File: src/rtl/eq_band_gain_stage_pkg.sv
// Shared equalizer widths, sample limits and the round-and-saturate helper
// used by the gain stages and the band summer.
package eq_band_gain_stage_pkg;

    localparam int EQ_DATA_W = 16;
    localparam int EQ_GAIN_W = 16;
    localparam int EQ_FRAC_W = 8;
    localparam int EQ_PROD_W = EQ_DATA_W + EQ_GAIN_W + EQ_FRAC_W;
    localparam int EQ_RND_W  = EQ_PROD_W - EQ_FRAC_W + 1;

    localparam logic signed [EQ_DATA_W-1:0] SAMPLE_MAX = {1'b0, {(EQ_DATA_W-1){1'b1}}};
    localparam logic signed [EQ_DATA_W-1:0] SAMPLE_MIN = {1'b1, {(EQ_DATA_W-1){1'b0}}};

    localparam logic signed [EQ_PROD_W:0] ROUND_HALF = (EQ_PROD_W+1)'(2 ** (EQ_FRAC_W - 1));

    typedef struct packed {
        logic signed [EQ_DATA_W-1:0] sample;
        logic                        sat;
    } sat_res_t;

    // Round half toward +inf, drop the fraction, clip to the sample range.
    function automatic sat_res_t round_sat(input logic signed [EQ_PROD_W-1:0] acc);
        logic signed [EQ_PROD_W:0]  biased;
        logic signed [EQ_RND_W-1:0] r;
        sat_res_t                   res;
        biased = {acc[EQ_PROD_W-1], acc} + ROUND_HALF;
        r      = EQ_RND_W'(biased >>> EQ_FRAC_W);
        if (r > EQ_RND_W'(SAMPLE_MAX)) begin
            res.sample = SAMPLE_MAX;
            res.sat    = 1'b1;
        end else if (r < EQ_RND_W'(SAMPLE_MIN)) begin
            res.sample = SAMPLE_MIN;
            res.sat    = 1'b1;
        end else begin
            res.sample = EQ_DATA_W'(r);
            res.sat    = 1'b0;
        end
        return res;
    endfunction

endpackage

File: src/rtl/eq_band_gain_stage_gain_ramp.sv
// Current-gain register that walks toward the target gain by at most one
// step per accepted sample, never overshooting; frozen when no sample is taken.
module eq_band_gain_stage_gain_ramp
    import eq_band_gain_stage_pkg::*;
#(
    parameter int GAIN_W    = EQ_GAIN_W,
    parameter int FRAC_W    = EQ_FRAC_W,
    parameter int RAMP_STEP = 16
) (
    input  logic                             clk,
    input  logic                             rst,
    input  logic signed [GAIN_W-1:0]         gain_in,
    input  logic                             advance,
    output logic signed [GAIN_W+FRAC_W-1:0]  g_cur,
    output logic                             ramp_busy
);

    localparam int GW = GAIN_W + FRAC_W;
    localparam logic signed [GW:0]   STEP_W = (GW+1)'(RAMP_STEP);
    localparam logic signed [GW-1:0] STEP_G = GW'(RAMP_STEP);

    logic signed [GW-1:0] target;
    logic signed [GW-1:0] g_nxt;
    logic signed [GW:0]   diff;

    assign target    = {gain_in, {FRAC_W{1'b0}}};
    // One extra bit so target - g_cur cannot wrap at the extremes.
    assign diff      = {target[GW-1], target} - {g_cur[GW-1], g_cur};
    assign ramp_busy = (g_cur != target);

    always_comb begin
        g_nxt = target;
        if (diff > STEP_W) begin
            g_nxt = g_cur + STEP_G;
        end else if (diff < -STEP_W) begin
            g_nxt = g_cur - STEP_G;
        end
    end

    always_ff @(posedge clk or posedge rst) begin
        if (rst) begin
            g_cur <= '0;
        end else if (advance) begin
            g_cur <= g_nxt;
        end
    end

endmodule

File: src/rtl/eq_band_gain_stage.sv
// Per-band ramped gain: product registered on accept, rounded/saturated next stage.
// 2-cycle latency, 1 sample/clk; a stalled output freezes both stages and the ramp.
module eq_band_gain_stage
    import eq_band_gain_stage_pkg::*;
#(
    parameter int DATA_W    = EQ_DATA_W,
    parameter int GAIN_W    = EQ_GAIN_W,
    parameter int FRAC_W    = EQ_FRAC_W,
    parameter int RAMP_STEP = 16
) (
    input  logic                     clk,
    input  logic                     rst,
    input  logic signed [GAIN_W-1:0] gain_in,
    input  logic                     in_valid,
    output logic                     in_ready,
    input  logic signed [DATA_W-1:0] in_sample,
    output logic                     out_valid,
    input  logic                     out_ready,
    output logic signed [DATA_W-1:0] out_sample,
    output logic                     sat_flag,
    output logic                     ramp_busy
);

    localparam int GW = GAIN_W + FRAC_W;
    localparam int PW = DATA_W + GW;

    logic                 en;
    logic                 accept;
    logic                 s1_valid;
    logic signed [PW-1:0] product;
    logic signed [GW-1:0] g_cur;
    sat_res_t             rs;

    assign en       = !out_valid || out_ready;
    assign in_ready = en;
    assign accept   = in_valid && en;

    eq_band_gain_stage_gain_ramp #(
        .GAIN_W    (GAIN_W),
        .FRAC_W    (FRAC_W),
        .RAMP_STEP (RAMP_STEP)
    ) u_ramp (
        .clk       (clk),
        .rst       (rst),
        .gain_in   (gain_in),
        .advance   (accept),
        .g_cur     (g_cur),
        .ramp_busy (ramp_busy)
    );

    always_comb rs = round_sat(EQ_PROD_W'(product));

    // Product uses the gain in force before this accept's ramp update.
    always_ff @(posedge clk or posedge rst) begin
        if (rst) begin
            s1_valid <= 1'b0;
            product  <= '0;
        end else if (en) begin
            s1_valid <= in_valid;
            if (accept) begin
                product <= PW'(in_sample) * PW'(g_cur);
            end
        end
    end

    always_ff @(posedge clk or posedge rst) begin
        if (rst) begin
            out_valid  <= 1'b0;
            out_sample <= '0;
            sat_flag   <= 1'b0;
        end else if (en) begin
            out_valid <= s1_valid;
            if (s1_valid) begin
                out_sample <= DATA_W'(rs.sample);
                sat_flag   <= rs.sat;
            end
        end
    end

endmodule

File: config.mk
export PLATFORM = sky130hd
export DESIGN_NAME = eq_band_gain_stage
export DESIGN_NICKNAME = d
export VERILOG_FILES = /design/src/rtl/eq_band_gain_stage_pkg.sv /design/src/rtl/eq_band_gain_stage_gain_ramp.sv /design/src/rtl/eq_band_gain_stage.sv
export SDC_FILE = /design/constraint.sdc
export NUM_CORES = 1
export LEC_CHECK = 0
export ABC_CLOCK_PERIOD_IN_PS = 19750
export CAP_MARGIN = 20
export CORE_MARGIN = 1.5
export CORE_UTILIZATION = 25
export CTS_BUF_LIST = sky130_fd_sc_hd__clkbuf_16
export DETAILED_ROUTE_END_ITERATION = 8
export GPL_ROUTABILITY_DRIVEN = 0
export GPL_TIMING_DRIVEN = 0
export HOLD_SLACK_MARGIN = 0.1
export PLACE_DENSITY = 0.49
export SYNTH_ARGS = -nofsm -noshare
export SYNTH_HDL_FRONTEND = slang
export SYNTH_SLANG_ARGS = --single-unit
File: constraint.sdc
create_clock -name clk -period 19.75 [get_ports clk]
set_input_delay 1.975 -clock clk [delete_from_list [all_inputs] [get_ports clk]]
set_output_delay 1.975 -clock clk [all_outputs]
set_load 0.05 [all_outputs]
# Yosys cells after proc, flatten, opt, wreduce, memory -nomap -nowiden

Index checks and enable logic that the tools add are counted.

RAM bits: 0
Flip-flop bits (word level): 83
Output and inout bits: 20
Latch bits: 0
Input port bits: 36
Memories: 0
Bits in read-only memories: 0

Divide/modulo/power cells: 0
Multiplexer cells: 4
Eq/ne operators: 1
Add/sub/neg operators: 4
Bitwise logic cells: 0
Reduce and logical (&&, ||, !) cells: 5
Multipliers: 1
Shifts and indexed selects: 0
Order comparisons: 4

Operators with widths:

| kind                                                                   | number |
|---|---|
| 24-bit two-way mux                                                     | 2 |
| 40-bit by 9-bit adder with 41-bit output, second input constant        | 1 |
| 16-bit by 24-bit multiplier with 40-bit output                         | 1 |
| 17-bit two-way mux                                                     | 2 |
| 33-bit by 16-bit > comparator with 1-bit output, second input constant | 1 |
| 33-bit by 16-bit < comparator with 1-bit output, second input constant | 1 |
| 25-bit by 6-bit > comparator with 1-bit output, second input constant  | 1 |
| 25-bit by 5-bit < comparator with 1-bit output, second input constant  | 1 |
| 24-bit by 24-bit subtractor with 25-bit output                         | 1 |
| 24-bit by 6-bit adder with 24-bit output, second input constant        | 1 |
| 24-bit != test                                                         | 1 |
| 24-bit by 6-bit subtractor with 24-bit output, second input constant   | 1 |
| 2-bit AND reduction                                                    | 2 |
| 1-bit logical AND                                                      | 1 |
| 1-bit logical NOT                                                      | 1 |
| 1-bit logical OR                                                       | 1 |

# Depth between registers and ports, before layout

Word-level depth: 4
Depth in mapped cells: 28
Mapped depth without buffers: 25

# Cells and area by module

From an unflattened synthesis, not the netlist that was laid out.

Cells, all modules: 2311
Area total of the unflattened synthesis: 19741.4 um^2

By module, submodules not included:

| module                       | cells an instance | area each (um^2) | sequential area each (um^2) | instances |
|---|---|---|---|---|
| eq_band_gain_stage           | 1843              | 16379.5          | 1301.2                      | 1 |
| eq_band_gain_stage_gain_ramp | 468               | 3362.0           | 500.5                       | 1 |

# Worst setup path after synthesis

No wires, ideal clock.

Path type: input to register
Start point: in in_sample[1]
End point: reg product[36]
Stages on the path: 22
Data arrival time: 7.736 ns
Buffers on the path: 1
Slack: 11.894 ns
Setup time: 0.120 ns
Path through: clkbuf_1 > nand2_1 > inv_1 > fa_1 > fa_1 > fa_1 > fa_1 > fa_1 > inv_1 > fa_1 > inv_1 > ha_1 > a21o_1 > a21o_1 > a21oi_1 > nor2b_1 > nor2_1 > nor2b_1 > nor2_1 > a21oi_1 > or3_1 > a31o_2

Word-level cells in the longest chain between the ends: 1

Ends and longest elaborated chain:

| what                                           | RTL line                 | RTL |
|---|---|---|
| start: declaration                             | eq_band_gain_stage.sv:16 | `input logic signed [DATA_W-1:0] in_sample,` |
| 16-bit by 24-bit multiplier with 40-bit output | eq_band_gain_stage.sv:61 | `product <= PW'(in_sample) * PW'(g_cur);` |
| end signal: assignment                         | eq_band_gain_stage.sv:61 |  |
| end: declaration                               | eq_band_gain_stage.sv:30 | `logic signed [PW-1:0] product;` |

Every way passes these cells.
A chain may end at the register's enable or synchronous reset.

# Final worst setup path

Start point: in in_sample[15]
End point: reg product[37]

The elaborated chain is that of the path after synthesis.

==> results.sh <==
export IMPL_status="completed"
export IMPL_slew_viol_final=0
export IMPL_final_cell_mix="inv_1 (466), fa_1 (349), nand2_1 (274), and2_1 (126), ha_1 (111)"
export IMPL_ant_nets=0
export IMPL_grt_pass1_wl_um=88500
export IMPL_synth_top_area_share_pct=38.1
export IMPL_ys_flop_type="dfrtp_1"
export IMPL_worst_path_largest_cell_delay_ns=0.83
export IMPL_ctsHoldBuffers=0
export IMPL_path_common_cell="fa_1"
export IMPL_fin_cells=3168
export IMPL_slew_headroom_pct=33.3
export IMPL_async_reset_ff_share_pct=100
export IMPL_hold_class="register to register"
export IMPL_final_common_cell="inv_1"
export IMPL_cts_buffers=9
export IMPL_grt_max_degree=45
export IMPL_grt_setup_unrepaired="no"
export IMPL_start_kind="input port"
export IMPL_dpl_cell_count=3152
export IMPL_fillCellCount=7915
export IMPL_fin_crit_sh_pct=48.6
export IMPL_grt_pass1_vias=15720
export IMPL_drc=0
export IMPL_ys_top_cells_by_area="fa_1 (38%), dfrtp_1 (9.8%), inv_1 (9.5%), ha_1 (7.6%), nand2_1 (5.6%)"
export IMPL_port_buffers=40
export IMPL_vias=14734
export IMPL_start_util_pct=25.2
export IMPL_yosysWarnings=0
export IMPL_synth_edff_count=0
export IMPL_finalWorstSetupSlack_ns=10.15
export IMPL_synthCells=2120
export IMPL_period_minus_slack_ns=9.60
export IMPL_root_buffer="clkbuf_16"
export IMPL_clock_latency_ns=0.35
export IMPL_hold_viol_final=0
export IMPL_dieArea_um2=75100
export IMPL_num_antenna_cells=0
export IMPL_yosys_area_top_type="fa_1"
export IMPL_arrival_ns=9.79
export IMPL_path_max_fanout=11
export IMPL_first_pass_iters=5
export IMPL_placeableCoreArea_um2=72800
export IMPL_maxCapViolCount=0
export IMPL_setup_viol=0
export IMPL_syn_avg_cell_area_um2=8.66
export IMPL_htreeDepth=3
export IMPL_end_kind="register"
export IMPL_postCtsSetupBuffers=0
export IMPL_wl_um=55400
export IMPL_die_width_um=274
export IMPL_worstPathRequired_ns=19.94
export IMPL_critical_path_class="input port to register"
export IMPL_hpwl_um=46200
export IMPL_cts_clk_slew_worst_paths_ns=0.06
export IMPL_nNetsFinal=2700
export IMPL_grt_use_total_pct=15.3
export IMPL_max_freq_mhz=104
export IMPL_rows=99
export IMPL_chipHeight_um=274
export IMPL_cts_resized=0
export IMPL_final_seq_area_um2=1800
export IMPL_finClkSkew_ns=0.00694
export IMPL_tns_ns=0
export IMPL_grt_overflow_total=0
export IMPL_wl_per_cell_um=17.5
export IMPL_drive_gt1_share_pct=3.80
export IMPL_yosysSeqAreaShare_pct=9.81
export IMPL_multi_input_area_um2=14500
export IMPL_drt_iter0_drc=1154
export IMPL_tightest_slew_ns=1.00
export IMPL_path_cells="clkdlybuf4s50_1 -> inv_1 -> clkbuf_1 -> nor2_1 -> fa_1 -> fa_1 -> fa_1 -> fa_1 -> fa_1 -> inv_1 -> fa_1 -> inv_1 -> ha_1 -> nor2b_1 -> o21ai_0 -> nand2b_1 -> nor2_1 -> o21ai_1 -> nor3b_1 -> o21ai_0 -> a21oi_1 -> mux2i_1 -> o311ai_0"
export IMPL_clockBufferDepth=2
export IMPL_slowest_stage="clkdlybuf4s50_1"
export IMPL_vias_per_cell=4.65
export IMPL_area_growth_pct=11.1
export IMPL_cts_tree="done"
export IMPL_io_pin_count=56
export IMPL_cts_sinks=72
export IMPL_grt_antenna_before_repair=4
export IMPL_post_place_ws_ns=9.88
export IMPL_synth_seq_cells=72
export IMPL_synth_distinct_cells=95
export IMPL_syn_cell_area_um2=18400
[cell usage after synthesis, drive strengths merged (8+ instances only)]
| cell | n |
|---|---|
| and3 | 10 |
| and2 | 126 |
| xor2 | 26 |
| nand2 | 277 |
| o22ai | 12 |
| inv | 467 |
| a221o | 16 |
| or3 | 9 |
| nor3 | 27 |
| buf | 21 |
| nand4 | 25 |
| o211ai | 9 |
| a21o | 22 |
| mux2i | 8 |
| dfrtp | 72 |
| nor2b | 9 |
| a31oi | 15 |
| ha | 111 |
| nand2b | 8 |
| xnor2 | 47 |
| nor2 | 71 |
| nor4 | 15 |
| a21oi | 69 |
| o21ai | 66 |
| fa | 349 |
| nand3 | 50 |
| clkbuf | 85 |
[logic make-up (layout without fill, tap and decap cells)]
| group | Yosys count | after routing | synth area share (%) |
|---|---|---|---|
| adders and majority gates | 460 | 460 | 45.6 |
| buffers and inverters | 573 | 630 | 12.0 |
| DFF | 72 | 72 | 9.81 |
| other | 2 | 34 | 0.0409 |
| and+or+nand+nor | 651 | 651 | 17.7 |
| AOI/OAI and AO/OA | 279 | 279 | 10.7 |
| muxes | 10 | 10 | 0.627 |
| xor gates and xnor gates | 73 | 73 | 3.48 |
[cell type report]
cell class | count | share of cell area [%]
multi-input cells | 1507 | 70.9
inverters | 467 | 8.60
flip-flops and latches | 72 | 8.83
clock inverters | 7 | 0.343
clock buffers | 9 | 1.10
repair buffers | 41 | 2.10
well taps | 959 | 5.88
plain buffers | 106 | 2.21
[final timing paths]
| kind | to | startpoint | cells past startpoint | slack, ns |
|---|---|---|---|---|
| worst min register to register | out_sample[1]$_DFFE_PP0P_ | out_sample[1]$_DFFE_PP0P_ | 1 | 0.52 |
| worst min-delay path | out_sample[1]$_DFFE_PP0P_ | out_sample[1]$_DFFE_PP0P_ | 1 | 0.52 |
| worst max register to register | product[37]$_DFFE_PP0P_ | u_ramp.g_cur[8]$_DFFE_PP0P_ | 25 | 11.24 |
| max in group asynchronous | u_ramp.g_cur[23]$_DFFE_PP0P_ | rst | 3 | 17.21 |
| worst max-delay path | product[37]$_DFFE_PP0P_ | in_sample[15] | 23 | 10.15 |
| min in group asynchronous | out_sample[6]$_DFFE_PP0P_ | rst | 2 | 1.97 |
[worst max-delay path, delay by kind of cell]
family / cells / cell delay [ns]
adder cells (fa/ha/maj): 7 / 3.54
buffers and inverters: 5 / 2.05
AND/OR/NAND/NOR: 5 / 1.13
AO/OA/AOI/OAI: 5 / 0.86
multiplexers: 1 / 0.21
[routing by layer]
layer	global-route usage (%)	up-vias	wire (µm)
li1	-	6715	-
met1	20.2	7539	23800
met2	26.5	405	27400
met3	2.00	73	2880
met4	3.64	2	1340
met5	0	-	17
[per-stage QoR]
| stage | util (%) | instance area, µm² | hold slack [ns] |
|---|---|---|---|
| 2_1_floorplan | - | 18500 | 0.472 |
| 3_3_place_gp | 27.6 | 20100 | 0.511 |
| 3_5_place_dp | 27.6 | 20100 | 0.520 |
| 4_1_cts | 28.0 | 20400 | 0.534 |
| 5_1_grt | 28.0 | 20400 | 0.565 |
| 6_report | 28.0 | 20400 | 0.524 |
[registers in the layout, summed over array words and instances (netlist names)]
register	count
product	33
s1_valid	1
out_valid	1
sat_flag	1
out_sample	16
u_ramp.g_cur	20
Power is not shown: default switching activity piles up to over one toggle a cycle in this logic, so the estimate is an artifact.
